$ cat src/rtl/mu_dma_master_pkg.sv
// Shared definitions for the memory-unit DMA master: job/access state
// encodings and default sizing parameters.
package mu_dma_master_pkg;

    localparam int DEF_ADDR_W      = 27;
    localparam int DEF_LEN_W       = 16;
    localparam int DEF_TIMEOUT_CYC = 1024;

    typedef enum logic [2:0] {
        ST_IDLE,
        ST_ARB,
        ST_RD,
        ST_WR,
        ST_NEXT,
        ST_DONE,
        ST_ERR
    } dma_state_e;

    typedef enum logic [1:0] {
        S_IDLE,
        S_REQ,
        S_WAIT,
        S_GAP
    } acc_state_e;

endpackage

$ cat src/rtl/mu_dma_master_access.sv
// Single memory-unit access: start/busy handshake with a per-phase timeout
// and a one-cycle start-low gap after completion.
module mu_bus_access
    import mu_dma_master_pkg::*;
#(
    parameter int ADDR_W      = DEF_ADDR_W,
    parameter int TIMEOUT_CYC = DEF_TIMEOUT_CYC
) (
    input  logic              clk,
    input  logic              reset,
    input  logic              go,
    input  logic [ADDR_W-1:0] addr,
    input  logic [31:0]       data,
    input  logic              we,
    output logic              done,
    output logic              timeout,
    output logic [31:0]       rdata,
    output logic [ADDR_W-1:0] mem_addr,
    output logic [31:0]       mem_data,
    output logic              mem_we,
    output logic              mem_start,
    input  logic              mem_busy,
    input  logic [31:0]       mem_q
);

    localparam int CNT_W = $clog2(TIMEOUT_CYC + 1);
    localparam logic [CNT_W-1:0] CNT_LAST = CNT_W'(TIMEOUT_CYC - 1);

    acc_state_e       r_state;
    logic [CNT_W-1:0] r_cnt;

    always_ff @(posedge clk or posedge reset) begin
        if (reset) begin
            r_state   <= S_IDLE;
            r_cnt     <= '0;
            done      <= 1'b0;
            timeout   <= 1'b0;
            rdata     <= '0;
            mem_addr  <= '0;
            mem_data  <= '0;
            mem_we    <= 1'b0;
            mem_start <= 1'b0;
        end else begin
            done    <= 1'b0;
            timeout <= 1'b0;
            case (r_state)
                S_IDLE: begin
                    if (go) begin
                        mem_addr  <= addr;
                        mem_data  <= data;
                        mem_we    <= we;
                        mem_start <= 1'b1;
                        r_cnt     <= '0;
                        r_state   <= S_REQ;
                    end
                end
                // A busy level already present here is taken as the acknowledge.
                S_REQ: begin
                    if (mem_busy) begin
                        r_cnt   <= '0;
                        r_state <= S_WAIT;
                    end else if (r_cnt == CNT_LAST) begin
                        mem_start <= 1'b0;
                        timeout   <= 1'b1;
                        r_state   <= S_IDLE;
                    end else begin
                        r_cnt <= r_cnt + CNT_W'(1);
                    end
                end
                S_WAIT: begin
                    if (!mem_busy) begin
                        rdata     <= mem_q;
                        mem_start <= 1'b0;
                        r_state   <= S_GAP;
                    end else if (r_cnt == CNT_LAST) begin
                        mem_start <= 1'b0;
                        timeout   <= 1'b1;
                        r_state   <= S_IDLE;
                    end else begin
                        r_cnt <= r_cnt + CNT_W'(1);
                    end
                end
                S_GAP: begin
                    done    <= 1'b1;
                    r_state <= S_IDLE;
                end
                default: r_state <= S_IDLE;
            endcase
        end
    end

endmodule

$ cat src/rtl/mu_dma_master.sv
// DMA master for the memory-unit request port: word copy or fill jobs,
// bus arbitration request, and sticky timeout error reporting.
module mu_dma_master
    import mu_dma_master_pkg::*;
#(
    parameter int ADDR_W      = DEF_ADDR_W,
    parameter int LEN_W       = DEF_LEN_W,
    parameter int TIMEOUT_CYC = DEF_TIMEOUT_CYC
) (
    input  logic              clk,
    input  logic              reset,
    input  logic [ADDR_W-1:0] cfg_src,
    input  logic [ADDR_W-1:0] cfg_dst,
    input  logic [LEN_W-1:0]  cfg_len,
    input  logic              cfg_fill,
    input  logic [31:0]       cfg_fill_val,
    input  logic              cfg_go,
    output logic              dma_busy,
    output logic              dma_done,
    output logic              dma_err,
    output logic              bus_req,
    input  logic              bus_gnt,
    output logic [ADDR_W-1:0] mem_addr,
    output logic [31:0]       mem_data,
    output logic              mem_we,
    output logic              mem_start,
    input  logic              mem_busy,
    input  logic [31:0]       mem_q
);

    dma_state_e        r_state;
    logic [ADDR_W-1:0] r_src;
    logic [ADDR_W-1:0] r_dst;
    logic [LEN_W-1:0]  r_rem;
    logic              r_fill;
    logic [31:0]       r_fill_val;
    logic [31:0]       r_data;
    logic              r_issued;
    logic              r_acc_go;
    logic [ADDR_W-1:0] r_acc_addr;
    logic [31:0]       r_acc_data;
    logic              r_acc_we;
    logic              w_acc_done;
    logic              w_acc_to;
    logic [31:0]       w_acc_rdata;

    mu_bus_access #(
        .ADDR_W      (ADDR_W),
        .TIMEOUT_CYC (TIMEOUT_CYC)
    ) u_access (
        .clk       (clk),
        .reset     (reset),
        .go        (r_acc_go),
        .addr      (r_acc_addr),
        .data      (r_acc_data),
        .we        (r_acc_we),
        .done      (w_acc_done),
        .timeout   (w_acc_to),
        .rdata     (w_acc_rdata),
        .mem_addr  (mem_addr),
        .mem_data  (mem_data),
        .mem_we    (mem_we),
        .mem_start (mem_start),
        .mem_busy  (mem_busy),
        .mem_q     (mem_q)
    );

    always_ff @(posedge clk or posedge reset) begin
        if (reset) begin
            r_state    <= ST_IDLE;
            r_src      <= '0;
            r_dst      <= '0;
            r_rem      <= '0;
            r_fill     <= 1'b0;
            r_fill_val <= '0;
            r_data     <= '0;
            r_issued   <= 1'b0;
            r_acc_go   <= 1'b0;
            r_acc_addr <= '0;
            r_acc_data <= '0;
            r_acc_we   <= 1'b0;
            dma_busy   <= 1'b0;
            dma_done   <= 1'b0;
            dma_err    <= 1'b0;
            bus_req    <= 1'b0;
        end else begin
            r_acc_go <= 1'b0;
            dma_done <= 1'b0;
            case (r_state)
                ST_IDLE: begin
                    if (cfg_go) begin
                        r_src      <= cfg_src;
                        r_dst      <= cfg_dst;
                        r_rem      <= cfg_len;
                        r_fill     <= cfg_fill;
                        r_fill_val <= cfg_fill_val;
                        r_issued   <= 1'b0;
                        dma_err    <= 1'b0;
                        dma_busy   <= 1'b1;
                        r_state    <= (cfg_len == '0) ? ST_DONE : ST_ARB;
                    end
                end
                ST_ARB: begin
                    bus_req <= 1'b1;
                    if (bus_req && bus_gnt)
                        r_state <= r_fill ? ST_WR : ST_RD;
                end
                ST_RD: begin
                    if (!r_issued) begin
                        r_acc_go   <= 1'b1;
                        r_acc_addr <= r_src;
                        r_acc_we   <= 1'b0;
                        r_issued   <= 1'b1;
                    end else if (w_acc_to) begin
                        r_state <= ST_ERR;
                    end else if (w_acc_done) begin
                        r_data   <= w_acc_rdata;
                        r_issued <= 1'b0;
                        r_state  <= ST_WR;
                    end
                end
                ST_WR: begin
                    if (!r_issued) begin
                        r_acc_go   <= 1'b1;
                        r_acc_addr <= r_dst;
                        r_acc_data <= r_fill ? r_fill_val : r_data;
                        r_acc_we   <= 1'b1;
                        r_issued   <= 1'b1;
                    end else if (w_acc_to) begin
                        r_state <= ST_ERR;
                    end else if (w_acc_done) begin
                        r_issued <= 1'b0;
                        r_state  <= ST_NEXT;
                    end
                end
                ST_NEXT: begin
                    r_src <= r_src + ADDR_W'(1);
                    r_dst <= r_dst + ADDR_W'(1);
                    r_rem <= r_rem - LEN_W'(1);
                    if (r_rem == LEN_W'(1))
                        r_state <= ST_DONE;
                    else
                        r_state <= r_fill ? ST_WR : ST_RD;
                end
                ST_DONE: begin
                    bus_req  <= 1'b0;
                    dma_done <= 1'b1;
                    dma_busy <= 1'b0;
                    r_state  <= ST_IDLE;
                end
                ST_ERR: begin
                    dma_err  <= 1'b1;
                    bus_req  <= 1'b0;
                    dma_done <= 1'b1;
                    dma_busy <= 1'b0;
                    r_issued <= 1'b0;
                    r_state  <= ST_IDLE;
                end
                default: r_state <= ST_IDLE;
            endcase
        end
    end

endmodule

$ cat config.mk
export PLATFORM = sky130hd
export DESIGN_NAME = mu_dma_master
export DESIGN_NICKNAME = d
export VERILOG_FILES = /design/src/rtl/mu_dma_master_pkg.sv /design/src/rtl/mu_dma_master_access.sv /design/src/rtl/mu_dma_master.sv
export SDC_FILE = /design/constraint.sdc
export NUM_CORES = 1
export LEC_CHECK = 0
export CORE_ASPECT_RATIO = 0.8
export CORE_MARGIN = 2
export CORE_UTILIZATION = 40
export CTS_CLUSTER_SIZE = 16
export DETAILED_ROUTE_END_ITERATION = 8
export SYNTH_ARGS = -nofsm -noshare
export SYNTH_HDL_FRONTEND = slang
export SYNTH_SLANG_ARGS = --single-unit
$ cat constraint.sdc
create_clock -name clk -period 23 [get_ports clk]
set_input_delay 2.3 -clock clk [delete_from_list [all_inputs] [get_ports clk]]
set_output_delay 2.3 -clock clk [all_outputs]
set_load 0.01 [all_outputs]
==> summary.md, run 1 <==
| Metric | Value |
|---|---|
| Die Area | 0.0362 mm^2 |
| Final hold violation count | 0 |
| Global-route usage over all layers | 0.199 |
| Most common cell after layout, fill and taps aside | sky130_fd_sc_hd__dfrtp_1 |
| CTS-repair resized insts | 0 |
| Placeable core region | approximately 0.034 mm^2 |
| Post-Synth XOR/XNOR Area | 0.00506 |
| Number of synthesized flops with an enable pin | 0 |
| Cell types with the largest area share after synthesis | sky130_fd_sc_hd__dfrtp_1 56%, sky130_fd_sc_hd__mux2_2 10%, sky130_fd_sc_hd__nand2_1 4.8%, sky130_fd_sc_hd__mux2i_1 3.9%, sky130_fd_sc_hd__nor2_1 3.2% |
| Sum Neg Setup Slack | 0 ns |
| Layout overhead on the synthesized area | 26.2% |
| Net count reported at finish | about 1600 |
| RSZ-0062 raised after global routing | false |
| Reg2Reg Depth | 6 |
| Kind of launch point of the worst setup path | input port |
| Number of setup violations in the final report | 0 |
| Final min period | 4.50 ns |
| Max H-tree Level | 2 |
| Count of final max-slew check failures | 0 |
| Most area-hungry cell type in the Yosys netlist | sky130_fd_sc_hd__dfrtp_1 |
| Mapped cell area | 0.0139 mm^2 |
| Async set-reset flop share out of synthesis | 1.00 |
| RR Endpoint | r_src[20] |
| Number of antenna violations at the first check in global routing | 1 |
| Row count | 60 |
| Io pins | 205 |
| # DRC | 0 |
| Multiplexer share of the synthesized area | 0.141 |
| Yosys reg bits | 312 |
| Yosys warning total | 0 |
| TritonCTS clock tree | yes |
| Synth Area in Compound Gates | 0.106 |
| Number of buffers added for setup after CTS | 0 |
| Data arrival time of the critical path | between 5 and 6 ns |
| Worst clock skew on the final layout | 0.0175 ns |
| Worst-Margin Slew | 1.19 ns |
| Cells after Synth | 1270 |
| Cell at the root of the clock tree | sky130_fd_sc_hd__clkbuf_16 |
| Clock edge transition at the registers on the reported setup and hold paths | 0.06 ns |
| Number of sinks on the clock net | 312 |
| VDD IR-drop max | 0.0532 mV |
| Critical Path Start | reset |
| Number of buffers on the longest clock path | 3 |
| Worst Hold Depth | 2 |
| Reg2Reg Setup Slack | roughly 20 ns |
| Count of nets left with antenna violations after detail routing | 0 |
| Insertion delay of the later-clocked pin in the worst-skew pair | around 0.52 ns |
| Crit path capture type | asynchronous set/reset pin |
| Required time worst endpoint | about 24 ns |
| Post-route clock period utilization | 0.196 |
| Detail-routed via count per cell | 5.27 |
| Maximum clock frequency | 222 MHz |
| Setup Crit Path Kind | input port to asynchronous set/reset pin |
| Gr ovfl total | 0 |
| Worst Min Path Start | r_fill_val[18] |
| Capture endpoint of the worst hold path | r_fill_val[18] |
| Synth Net Count | 1419 |
| Commonest non-fill, non-tap cells in the layout | 311 x sky130_fd_sc_hd__dfrtp_1, 204 x sky130_fd_sc_hd__clkdlybuf4s50_1, 176 x sky130_fd_sc_hd__nand2_1 |
| Die Width | 212 um |
| Routed length per instance | around 18 um |
| Yosys top cell area share | 0.564 |
| Result of the run | finished clean |
| Die height | roughly 170 um |
| Most used DFF post-synth | sky130_fd_sc_hd__dfrtp_1 |
| Final wirelength | 35500 um |
| Largest family of logic cells by synthesized area | simple AND/OR/NAND/NOR gates |
| First-pass GRT wire length | approximately 57000 um |
| Post-detail-place hpwl | about 23000 um |
| Port Buf Inserts | 204 |
| Number of design-rule violations left by the first detailed-router iteration | 684 |
| Headroom to the max-slew limit | 0.205 |
| Total power density per cell area | 134 mW/mm^2 |
| Number of hold buffers added after cts | 0 |
| Number of global-route vias before repair | approximately 10000 |
| Number of distinct library cells after synthesis | 66 |
| PnR Total Power | approximately 0.0023 W |
| Sequential fraction of the synthesis area | 0.564 |
| Maximum fanout along the worst path | between 100 and 150 |
| Hold WC Path Type | flop to flop |
| Initial standard-cell utilization of the core | 0.409 |
| Detailed-route via count | 10200 |
| Reg-to-reg critical path startpoint | r_state[2] |
| RD Place Congestion | 0.804 |
| Post-synthesis adder-cell area fraction | 0.00885 |
| Share of layout cells above drive strength 1 | 0.144 |
| Mean instance size in the synthesized netlist | 10.9 um^2 |
| First drt pass iteration count | 5 |
| Reported max-cap violation count | 0 |
| Clock buffer count from CTS | 35 |
| Maximum number of pins on one net before global-route repair | 124 |
| Synthesized-area fraction occupied by and/or/nand/nor cells | 0.150 |
| Pleak | 7.54 nW |
[cells in the mapped netlist (3+ instances only)]
library cell / instances
sky130_fd_sc_hd__a31oi_1: 11
sky130_fd_sc_hd__nand4_1: 22
sky130_fd_sc_hd__nand2_1: 177
sky130_fd_sc_hd__buf_2: 11
sky130_fd_sc_hd__clkbuf_1: 36
sky130_fd_sc_hd__a22o_1: 3
sky130_fd_sc_hd__o31ai_1: 4
sky130_fd_sc_hd__nand3_1: 45
sky130_fd_sc_hd__nor2b_1: 10
sky130_fd_sc_hd__nor3_1: 11
sky130_fd_sc_hd__nor2_1: 117
sky130_fd_sc_hd__or3_1: 6
sky130_fd_sc_hd__o211ai_1: 27
sky130_fd_sc_hd__nor4_1: 11
sky130_fd_sc_hd__buf_1: 24
sky130_fd_sc_hd__o211a_1: 4
sky130_fd_sc_hd__dfrtp_1: 312
sky130_fd_sc_hd__a22oi_1: 6
sky130_fd_sc_hd__and4_1: 5
sky130_fd_sc_hd__mux2_2: 125
sky130_fd_sc_hd__or4_1: 3
sky130_fd_sc_hd__a221o_1: 5
sky130_fd_sc_hd__xor2_1: 8
sky130_fd_sc_hd__a311oi_1: 8
sky130_fd_sc_hd__o22ai_1: 8
sky130_fd_sc_hd__inv_1: 19
sky130_fd_sc_hd__ha_1: 9
sky130_fd_sc_hd__a31o_2: 3
sky130_fd_sc_hd__a211oi_1: 9
sky130_fd_sc_hd__or2_2: 3
sky130_fd_sc_hd__mux2i_1: 54
sky130_fd_sc_hd__o311ai_0: 6
sky130_fd_sc_hd__o21ai_0: 28
sky130_fd_sc_hd__and2_1: 5
sky130_fd_sc_hd__and3_1: 12
sky130_fd_sc_hd__a21oi_1: 85
[worst max-delay path by stage]
stage,endpoint,cells past startpoint,slack (ns)
floorplan,bus_req,1,12.07
global placement,u_access.mem_addr[13],4,17.78
detailed placement,r_acc_addr[15],4,17.76
CTS,u_access.mem_addr[19],4,18.32
global route,r_dst[13],4,18.07
finish,r_acc_addr[18],4,18.50
[cell families after synthesis]
family	after synthesis
compound gates	226
xor+xnor	8
fa+ha+maj	10
buf+inv	91
flops	312
mux	179
simple gates	444
[stage by stage]
step / utilization / cell area (um^2) / setup WS, ns / cells / hold slack (ns)
finish: 0.516 / 17500 / 18.50 / 1941 / 0.474
CTS: 0.516 / 17500 / 18.32 / 1940 / 0.478
detailed placement: 0.482 / 16300 / 17.76 / 1880 / 0.463
global placement: 0.482 / 16300 / 17.78 / 1880 / 0.457
floorplan: - / 13900 / 12.07 / 1270 / 0.445
global route: 0.516 / 17500 / 18.07 / 1941 / 0.492
[routing by layer]
layer / vias to the layer above / global-route usage / part of all wire
li1: 4917 / - / -
met1: 5056 / 0.282 / 0.47
met2: 219 / 0.319 / 0.47
met3: 39 / 0.0345 / 0.048
met4: 0 / 0.0465 / 0.014
met5: - / 0 / 0
[sequential cells by signal (all words and copies together) (netlist names), 2 cells and up]
name               flops
r_data                32
r_src                 27
r_fill_val            32
r_acc_addr            27
r_state                3
r_dst                 27
r_rem                 16
u_access.mem_data     32
u_access.r_cnt        11
u_access.mem_addr     27
u_access.r_state       2
u_access.rdata        32
r_acc_data            32
[cell type report]
| type | count | area, um^2 |
|---|---|---|
| fillers | 3121 | 16400 |
| flip-flops and latches | 312 | 7810 |
| multi-input cells | 867 | 5720 |
| repair buffers | 217 | 2140 |
| clock buffers | 54 | 1060 |
| well taps | 465 | 582 |
| clock inverters | 6 | 86.3 |
| inverters | 19 | 78.8 |
| diodes | 1 | 2.50 |
[critical path, cell delays in order]
cell and delay [ns]:
sky130_fd_sc_hd__clkdlybuf4s50_1 0.49, sky130_fd_sc_hd__inv_8 0.55, sky130_fd_sc_hd__buf_4 0.80, sky130_fd_sc_hd__buf_4 0.77
[power breakdown]
| group | switching (W) | leakage [nW] | internal [W] | total, W |
|---|---|---|---|---|
| registers | 0.000211 | 3.76 | 0.000806 | 0.00102 |
| logic | 0.000365 | 3.22 | 0.000407 | 0.000772 |
| clock network | 0.000219 | 0.558 | 0.000339 | 0.000558 |
Power figures use the tool's default switching activity.
==> run 2: changes to the inputs <==
==> constraint.sdc (replaced) <==
create_clock -name clk -period 4.7 [get_ports clk]
set_input_delay 0.47 -clock clk [delete_from_list [all_inputs] [get_ports clk]]
set_output_delay 0.47 -clock clk [all_outputs]
set_load 0.01 [all_outputs]
==> run 2 against run 1 <==
  * Worst setup slack worse by 17 ns
  * First-iteration DRC count up 6.6%
  * Critical path depth up 2
  * Clock power rose to 4.7 times the previous value
  * Die area unchanged
  * Clock-buffer cell count increased by 1
  * Combinational power grew to 5.0 times the previous value
  * Non-clock buffer count increased by 1
  * Flip-flop and latch count unchanged
  * Register-to-register slack worse by 18 ns
  * Clock skew is 0.0053 ns lower
  * Power rose to 4.9 times the previous value
  * Critical endpoint is now r_src[23]
==> summary.md, run 2 (same netlist as run 1, synthesis figures left out) <==
| Metric | Value |
|---|---|
| Most common cell after layout, fill and taps aside | sky130_fd_sc_hd__dfrtp_1 (unchanged) |
| Required time worst endpoint | 5.15 ns (was 23.54 ns) |
| Count of nets left with antenna violations after detail routing | 0 (unchanged) |
| Die height | 170 um (unchanged) |
| Die Area | 0.0362 mm^2 (unchanged) |
| Detailed-route via count | 10300 (was 10200) |
| Io pins | 205 (unchanged) |
| CP Cell Sequence | or3b_1 -> buf_4 -> nor2_4 -> nand4_1 -> or3_1 -> nand3_1 (was clkdlybuf4s50_1 -> inv_8 -> buf_4 -> buf_4) |
| Setup Crit Path Kind | flop to flop (was input port to asynchronous set/reset pin) |
| Antenna diode count | 0 (was 1) |
| Met2 usage | 0.309 (was 0.319) |
| Crit path capture type | flop (was asynchronous set/reset pin) |
| Maximum fanout along the worst path | 18 (was 123) |
| Die Width | 212 um (unchanged) |
| Placement-stage worst setup slack | 1.94 ns (was 17.76 ns) |
| Gr ovfl total | 0 (unchanged) |
| Post-detail-place hpwl | 23000 um (was 22800 um) |
| Worst clock skew on the final layout | 0.0122 ns (was 0.0175 ns) |
| CP delay by family, top | simple AND/OR/NAND/NOR gates (was buffers and inverters) |
| RR Endpoint | r_src[23] (was r_src[20]) |
| Final core utilization | 0.516 (about the same) |
| Global-route usage over all layers | 0.200 (was 0.199) |
| Maximum number of pins on one net before global-route repair | 129 (was 124) |
| Max H-tree Level | 2 (unchanged) |
| Hold WC Path Type | input port to asynchronous set/reset pin (was flop to flop) |
| Share of layout cells above drive strength 1 | 0.144 (unchanged) |
| Final hold violation count | 0 (unchanged) |
| Fraction of met3 tracks used by global routing | 0.0352 (was 0.0345) |
| Kind of launch point of the worst setup path | flop (was input port) |
| Routed length per instance | 18.2 um (was 18.3 um) |
| Post-route clock period utilization | 0.577 |
| Pleak | 7.53 nW (was 7.54 nW) |
| Met1 routing resource usage after global routing | 0.293 (was 0.282) |
| Commonest non-fill, non-tap cells in the layout | 311 x sky130_fd_sc_hd__dfrtp_1, 204 x sky130_fd_sc_hd__clkdlybuf4s50_1, 176 x sky130_fd_sc_hd__nand2_1 (unchanged) |
| Reg-to-reg critical path startpoint | r_state[2] (unchanged) |
| Final min period | 2.71 ns |
| Max incr delay on CP | 0.64 ns (was 0.80 ns) |
| RD Place Congestion | 0.811 (was 0.804) |
| Number of buffers added for setup after CTS | 0 (unchanged) |
| Reg2Reg Depth | 6 (unchanged) |
| Number of design-rule violations left by the first detailed-router iteration | 729 (was 684) |
| Reg2Reg Setup Slack | 1.99 ns (was 20.22 ns) |
| First drt pass iteration count | 5 (unchanged) |
| VDD IR-drop max | 0.223 mV (was 0.0532 mV) |
| Cell at the root of the clock tree | sky130_fd_sc_hd__clkbuf_16 (unchanged) |
| Number of hold buffers added after cts | 0 (unchanged) |
| Port Buf Inserts | 204 (unchanged) |
| Worst-Margin Slew | 1.15 ns (was 1.19 ns) |
| Layout overhead on the synthesized area | 26.0% (was 26.2%) |
| Data arrival time of the critical path | 3.16 ns (was 5.04 ns) |
| Count of final max-slew check failures | 0 (unchanged) |
| Placeable core region | 0.0339 mm^2 (unchanged) |
| CTS-repair resized insts | 0 (unchanged) |
| PnR Total Power | 0.0114 W (was 0.00235 W) |
| Result of the run | finished clean (unchanged) |
| Initial standard-cell utilization of the core | 0.409 (unchanged) |
| Number of setup violations in the final report | 0 (unchanged) |
| Detail-routed via count per cell | 5.32 (was 5.27) |
| Reported max-cap violation count | 0 (unchanged) |
| Row count | 60 (unchanged) |
| Net count reported at finish | 1602 (was 1601) |
| RSZ-0062 raised after global routing | false (unchanged) |
| First-pass GRT wire length | 57000 um (was 56600 um) |
| Worst hold margin | 0.379 ns (was 0.474 ns) |
| Crit path setup slack, layout | 1.99 ns (was 18.50 ns) |
| Sum Neg Setup Slack | 0 ns (unchanged) |
| Worst path bufs/invs | 1 (was 4) |
| Final wirelength | 35300 um (was 35500 um) |
| Max stage delay cell, worst path | sky130_fd_sc_hd__dfrtp_1 (was sky130_fd_sc_hd__buf_4) |
| Global routing's busiest layer | met2 (unchanged) |
| TritonCTS clock tree | yes (unchanged) |
| Headroom to the max-slew limit | 0.234 (was 0.205) |
| Total power density per cell area | 653 mW/mm^2 (was 134 mW/mm^2) |
| Number of sinks on the clock net | 312 (unchanged) |
| # DRC | 0 (unchanged) |
| Clock edge transition at the registers on the reported setup and hold paths | 0.06 ns (about the same) |
| Insertion delay of the later-clocked pin in the worst-skew pair | 0.51 ns (was 0.52 ns) |
| Number of global-route vias before repair | 10200 (was 10300) |
| Number of antenna violations at the first check in global routing | 0 (was 1) |
| Clock buffer count from CTS | 35 (unchanged) |
| Maximum clock frequency | 369 MHz |
| Number of buffers on the longest clock path | 3 (unchanged) |
## run 2: cell type report
cell class	count	area, um^2
Sequential cell	312	7810
Clock buffer	55	1070
Tap cell	465	582
Fill cell	3051	16400
Timing Repair Buffer	218	2170
Clock inverter	4	23.8
Multi-Input combinational cell	867	5720
Inverter	19	75.1
## run 2: where the power goes
group | internal, W | total [W] | switching (W)
sequential | 0.00394 | 0.00489 | 0.000944
clock | 0.00156 | 0.00264 | 0.00108
combinational | 0.00199 | 0.00387 | 0.00188
## run 2: worst max path at each step
stage,startpoint,cells after the start,to
global placement,cfg_go,5,r_src[14]
detailed placement,cfg_go,5,r_src[14]
global route,r_state[2],6,r_src[23]
floorplan,reset,1,bus_req
CTS,r_state[2],6,r_src[23]
finish,r_state[2],6,r_src[23]
## run 2: stage by stage
| step | std cells | instance area [um^2] |
|---|---|---|
| 3_5_place_dp | 1881 | 16400 |
| 3_3_place_gp | 1881 | 16400 |
| 6_report | 1940 | 17500 |
| 5_1_grt | 1940 | 17500 |
| 4_1_cts | 1940 | 17500 |
| 2_1_floorplan | 1270 | 13900 |
## run 2: layer usage
metal / vias up / wire length [um]
li1: 4912 / -
met1: 5114 / 16800
met2: 252 / 16100
met3: 47 / 1840
met4: 0 / 544
met5: - / 0
==> variant 1, RTL diff (flow settings as in run 2) <==
`DEF_TIMEOUT_CYC`: 1024 -> 2048.
--- a/src/rtl/mu_dma_master_pkg.sv
+++ b/src/rtl/mu_dma_master_pkg.sv
@@ -5,5 +5,5 @@
     localparam int DEF_ADDR_W      = 27;
     localparam int DEF_LEN_W       = 16;
-    localparam int DEF_TIMEOUT_CYC = 1024;
+    localparam int DEF_TIMEOUT_CYC = 2048;
 
     typedef enum logic [2:0] {
Behaviour: no difference found for any inputs over 4 cycles, from zero or initial values and one cycle with reset high; that may be too few to reach the edited logic, so the function may still have changed.
==> variant 1 against run 2 <==
  * Sequential cell count increased by 1
  * Wire length is 3.6% higher
  * Design area increased by 1.0%
  * Combinational power increased by 6.7%
  * Setup slack worse by 0.28 ns
  * Non-clock buffer count stayed put
  * Critical endpoint is now r_src[20]
  * Largest power group unchanged
  * Clock skew rose by 0.00075 ns
  * Total power rose by 3.7%
  * Area after synthesis up 0.84%
==> variant 1: results (changes against run 2) <==
metric;value;unit;change
drtIter0Drc;748;;was 729
track_usage;0.203;;was 0.200
status;finished clean;;unchanged
synth_mux_area_frac;0.142;;was 0.141
post_dp_cell_area;16500;um2;was 16400 um2
fill_cells;3148;;was 3051
wl;36600;um;was 35300 um
dp_hpwl;23900;um;was 23000 um
viasPerCell;5.34;;was 5.32
buf_share;0.124;;about the same
die_area;36400;um2;was 36200 um2
vdd_drop_max;0.248;mV;was 0.223 mV
synth_compound_area_frac;0.0990;;was 0.106
drive_above_1_share;0.143;;was 0.144
seq_cell_count;313;;was 312
synth_common_cells;dfrtp_1 (313), nand2_1 (168), mux2_2 (125), nor2_1 (123), a21oi_1 (95);;was dfrtp_1 (312), nand2_1 (177), mux2_2 (125), nor2_1 (117), a21oi_1 (85)
multi_input_cells;886;;was 867
met3_usage;0.0334;;was 0.0352
multi_input_area_share;0.329;;was 0.328
route.met3.wl;1800;um;was 1840 um
slowest_stage;or3b_1;;was dfrtp_1
crit_path_max_fanout;21;;was 18
grt_use_met1;0.304;;was 0.293
worstPathArrival;3.40;ns;was 3.16 ns
final.setup_skew;0.0129;ns;was 0.0122 ns
inv_count;15;;was 19
seq_area_frac_synth;0.561;;was 0.564
synthesis.nets;1436;;was 1419
grt_pass1_wl;57700;um;was 57000 um
vias;10500;;was 10300
reg2reg_depth;5;;was 6
-- variant 1: cell types whose count changed after synthesis, sizes merged, moves of 6 or more --
cell           run 2  this run
a21oi             85        95
clkbuf            36        45
nand2            177       168
o211ai            27        18
a31oi             11         3
buf               36        28
nor3              14        22
and3              12        19
nor2             118       125
nor4              12        18
-- variant 1: through the flow --
step / hold slack [ns] / worst slack (ns) / util
after floorplan: 0.445 / 0.0611 / -
after global placement: 0.457 / 1.67 / 0.477
after detailed placement: 0.463 / 1.64 / 0.477
after CTS: 0.412 / 1.70 / 0.510
after global routing: 0.465 / 1.52 / 0.510
final: 0.413 / 1.71 / 0.510
-- variant 1: where the power goes --
| group | switching (uW) | total, uW | internal, uW | leakage (uW) |
|---|---|---|---|---|
| clock network | 1090 | 2760 | 1670 | 0.000565 |
| registers | 955 | 4930 | 3970 | 0.00374 |
| logic | 2060 | 4130 | 2070 | 0.00325 |
==> variant 2, RTL diff (flow settings as in run 2) <==
Without the edit above. Register the inputs `cfg_src`, `cfg_dst`, `cfg_len`, `cfg_fill`, `cfg_fill_val` and `cfg_go` before use. The logic sees them one clock later. The other inputs are not delayed to match.
--- a/src/rtl/mu_dma_master.sv
+++ b/src/rtl/mu_dma_master.sv
@@ -28,4 +28,20 @@
     input  logic [31:0]       mem_q
 );
+
+    logic [ADDR_W-1:0] cfg_src_q;
+    logic [ADDR_W-1:0] cfg_dst_q;
+    logic [LEN_W-1:0] cfg_len_q;
+    logic cfg_fill_q;
+    logic [31:0] cfg_fill_val_q;
+    logic cfg_go_q;
+
+    always_ff @(posedge clk) begin
+        cfg_src_q      <= cfg_src;
+        cfg_dst_q      <= cfg_dst;
+        cfg_len_q      <= cfg_len;
+        cfg_fill_q     <= cfg_fill;
+        cfg_fill_val_q <= cfg_fill_val;
+        cfg_go_q       <= cfg_go;
+    end
 
     dma_state_e        r_state;
@@ -89,14 +105,14 @@
             case (r_state)
                 ST_IDLE: begin
-                    if (cfg_go) begin
-                        r_src      <= cfg_src;
-                        r_dst      <= cfg_dst;
-                        r_rem      <= cfg_len;
-                        r_fill     <= cfg_fill;
-                        r_fill_val <= cfg_fill_val;
+                    if (cfg_go_q) begin
+                        r_src      <= cfg_src_q;
+                        r_dst      <= cfg_dst_q;
+                        r_rem      <= cfg_len_q;
+                        r_fill     <= cfg_fill_q;
+                        r_fill_val <= cfg_fill_val_q;
                         r_issued   <= 1'b0;
                         dma_err    <= 1'b0;
                         dma_busy   <= 1'b1;
-                        r_state    <= (cfg_len == '0) ? ST_DONE : ST_ARB;
+                        r_state    <= (cfg_len_q == '0) ? ST_DONE : ST_ARB;
                     end
                 end
Formal check against the unedited RTL: not equivalent (Yosys sat finds a counterexample within 4 cycles, from zero or initial values and one cycle with reset high).
==> variant 2 against run 2 <==
  * Wire length grew 13%
  * Cell count grew 10%
  * Sequential cell count grew 104
  * Area after synthesis grew 15%
  * Total power grew 19%
  * Maximum frequency shrank 17%
  * Setup slack lost 0.54 ns
  * Sequential power grew 20%
  * Combinational power grew 8.5%
  * Design area grew 15%
  * Largest cell class unchanged
  * Highest routed layer unchanged
==> variant 2: results (changes against run 2) <==
metric;value;unit;change
status;finished clean;;unchanged
worstPathArrival;3.70;ns;was 3.16 ns
slowest_stage;nor3b_4;;was dfrtp_1
synth_compound_area_frac;0.0894;;was 0.106
viasPerCell;5.27;;was 5.32
cts_made_buffers;42;;was 35
reg2reg_depth;5;;was 6
synthesis.nets;1528;;was 1419
slowest_delay;1.07;ns;was 0.64 ns
synth_mux_area_frac;0.127;;was 0.141
antenna_found_initial;1;;was 0
synth-xor-area-share;0.00219;;was 0.00506
wl_per_cell;18.6;um;was 18.2 um
synthTopCellsByArea;dfrtp_1 (49%), dfxtp_1 (13%), mux2_2 (8.8%);;was dfrtp_1 (56%), mux2_2 (10%), nand2_1 (4.8%)
drive_above_1_share;0.140;;was 0.144
rrSetupSlack;1.45;ns;was 1.99 ns
hold_path_class;input pin to flop;;was input pin to async pin
drtIter0Drc;899;;was 729
seq_area_frac_synth;0.619;;was 0.564
track_usage;0.193;;was 0.200
worst_slew_pin_slew;1.21;ns;was 1.15 ns
r2r-end;r_dst[22];;was r_src[23]
synth_cell_types;58;;was 66
final.setup_skew;0.0154;ns;was 0.0122 ns
crit_path_max_fanout;28;;was 18
gp_congestion;0.838;;was 0.811
grt_pass1_vias;11100;;was 10200
insertion_delay;0.55;ns;was 0.51 ns
synth_fa_ha_area_frac;0.00768;;was 0.00885
p_sw_frac;0.331;;was 0.342
grt_max_degree;76;;was 129
vdd_drop_max;0.256;mV;was 0.223 mV
async_flop_share;0.750;;was 1.00
cts_resized;0;;unchanged
variant 2: cell count changes after synthesis, sizes merged, moves of 5 or more:
cell / change
nand2: -9
mux2i: +8
dfxtp: +104
nor2: +5
a211oi: +6
o311ai: +14
nand4: -7
o211ai: -8
xor2: -7
clkbuf: +6
nor3: +12
variant 2: power groups by stage:
stage	clock (uW)	sequential, uW	combinational, uW
after global placement	0	5890	4120
after CTS	3510	5880	4240
after floorplan	0	5720	2720
final	3420	5890	4200
after global routing	3660	6080	4640
after detailed placement	0	5940	4220
variant 2: kinds of logic after synthesis:
kind of cell / Yosys count
DFF: 416
xor gates and xnor gates: 4
adders and majority gates: 10
muxes: 187
buffers and inverters: 91
AOI/OAI and AO/OA: 219
and+or+nand+nor: 452
variant 2: per-stage QoR:
stage / hold WS (ns) / setup WS (ns) / std cells / utilization
after floorplan: 0.398 / 0.0751 / 1379 / -
after global placement: 0.402 / 1.65 / 2061 / 0.472
after detailed placement: 0.405 / 1.56 / 2061 / 0.472
after CTS: 0.331 / 1.57 / 2139 / 0.508
after global routing: 0.343 / 1.20 / 2139 / 0.508
final: 0.359 / 1.45 / 2140 / 0.508
variant 2: worst min-delay path by stage:
| stage | end | slack (ns) | depth (start not counted) |
|---|---|---|---|
| CTS | cfg_dst_q[19] | 0.33 | 1 |
| floorplan | r_fill_val[0] | 0.40 | 2 |
| finish | cfg_dst_q[19] | 0.36 | 1 |
| global placement | r_fill_val[19] | 0.40 | 2 |
| global route | cfg_len_q[5] | 0.34 | 1 |
| detailed placement | r_fill_val[30] | 0.40 | 2 |
variant 2: layout make-up:
type	instances	area (um2)
sequential	416	9890
multi-input combinational	872	5760
clock inverter	8	93.8
tap	536	671
timing repair buffer	222	2230
antenna	1	2.50
fill	3476	19400
clock buffer	70	1330
inverter	15	60.1
variant 2: per-layer routing:
| layer | part of all wire | GRT usage | vias up |
|---|---|---|---|
| li1 | - | - | 5284 |
| met1 | 0.48 | 0.289 | 5601 |
| met2 | 0.44 | 0.282 | 330 |
| met3 | 0.067 | 0.0422 | 54 |
| met4 | 0.018 | 0.0520 | 0 |
| met5 | 0 | 0 | - |
variant 2: critical path, delay by kind of cell, from the launching register on:
kind,cells,cell delay (ns)
and+or+nand+nor,3,2.04
AOI/OAI and AO/OA,2,0.38
DFF,1,0.72
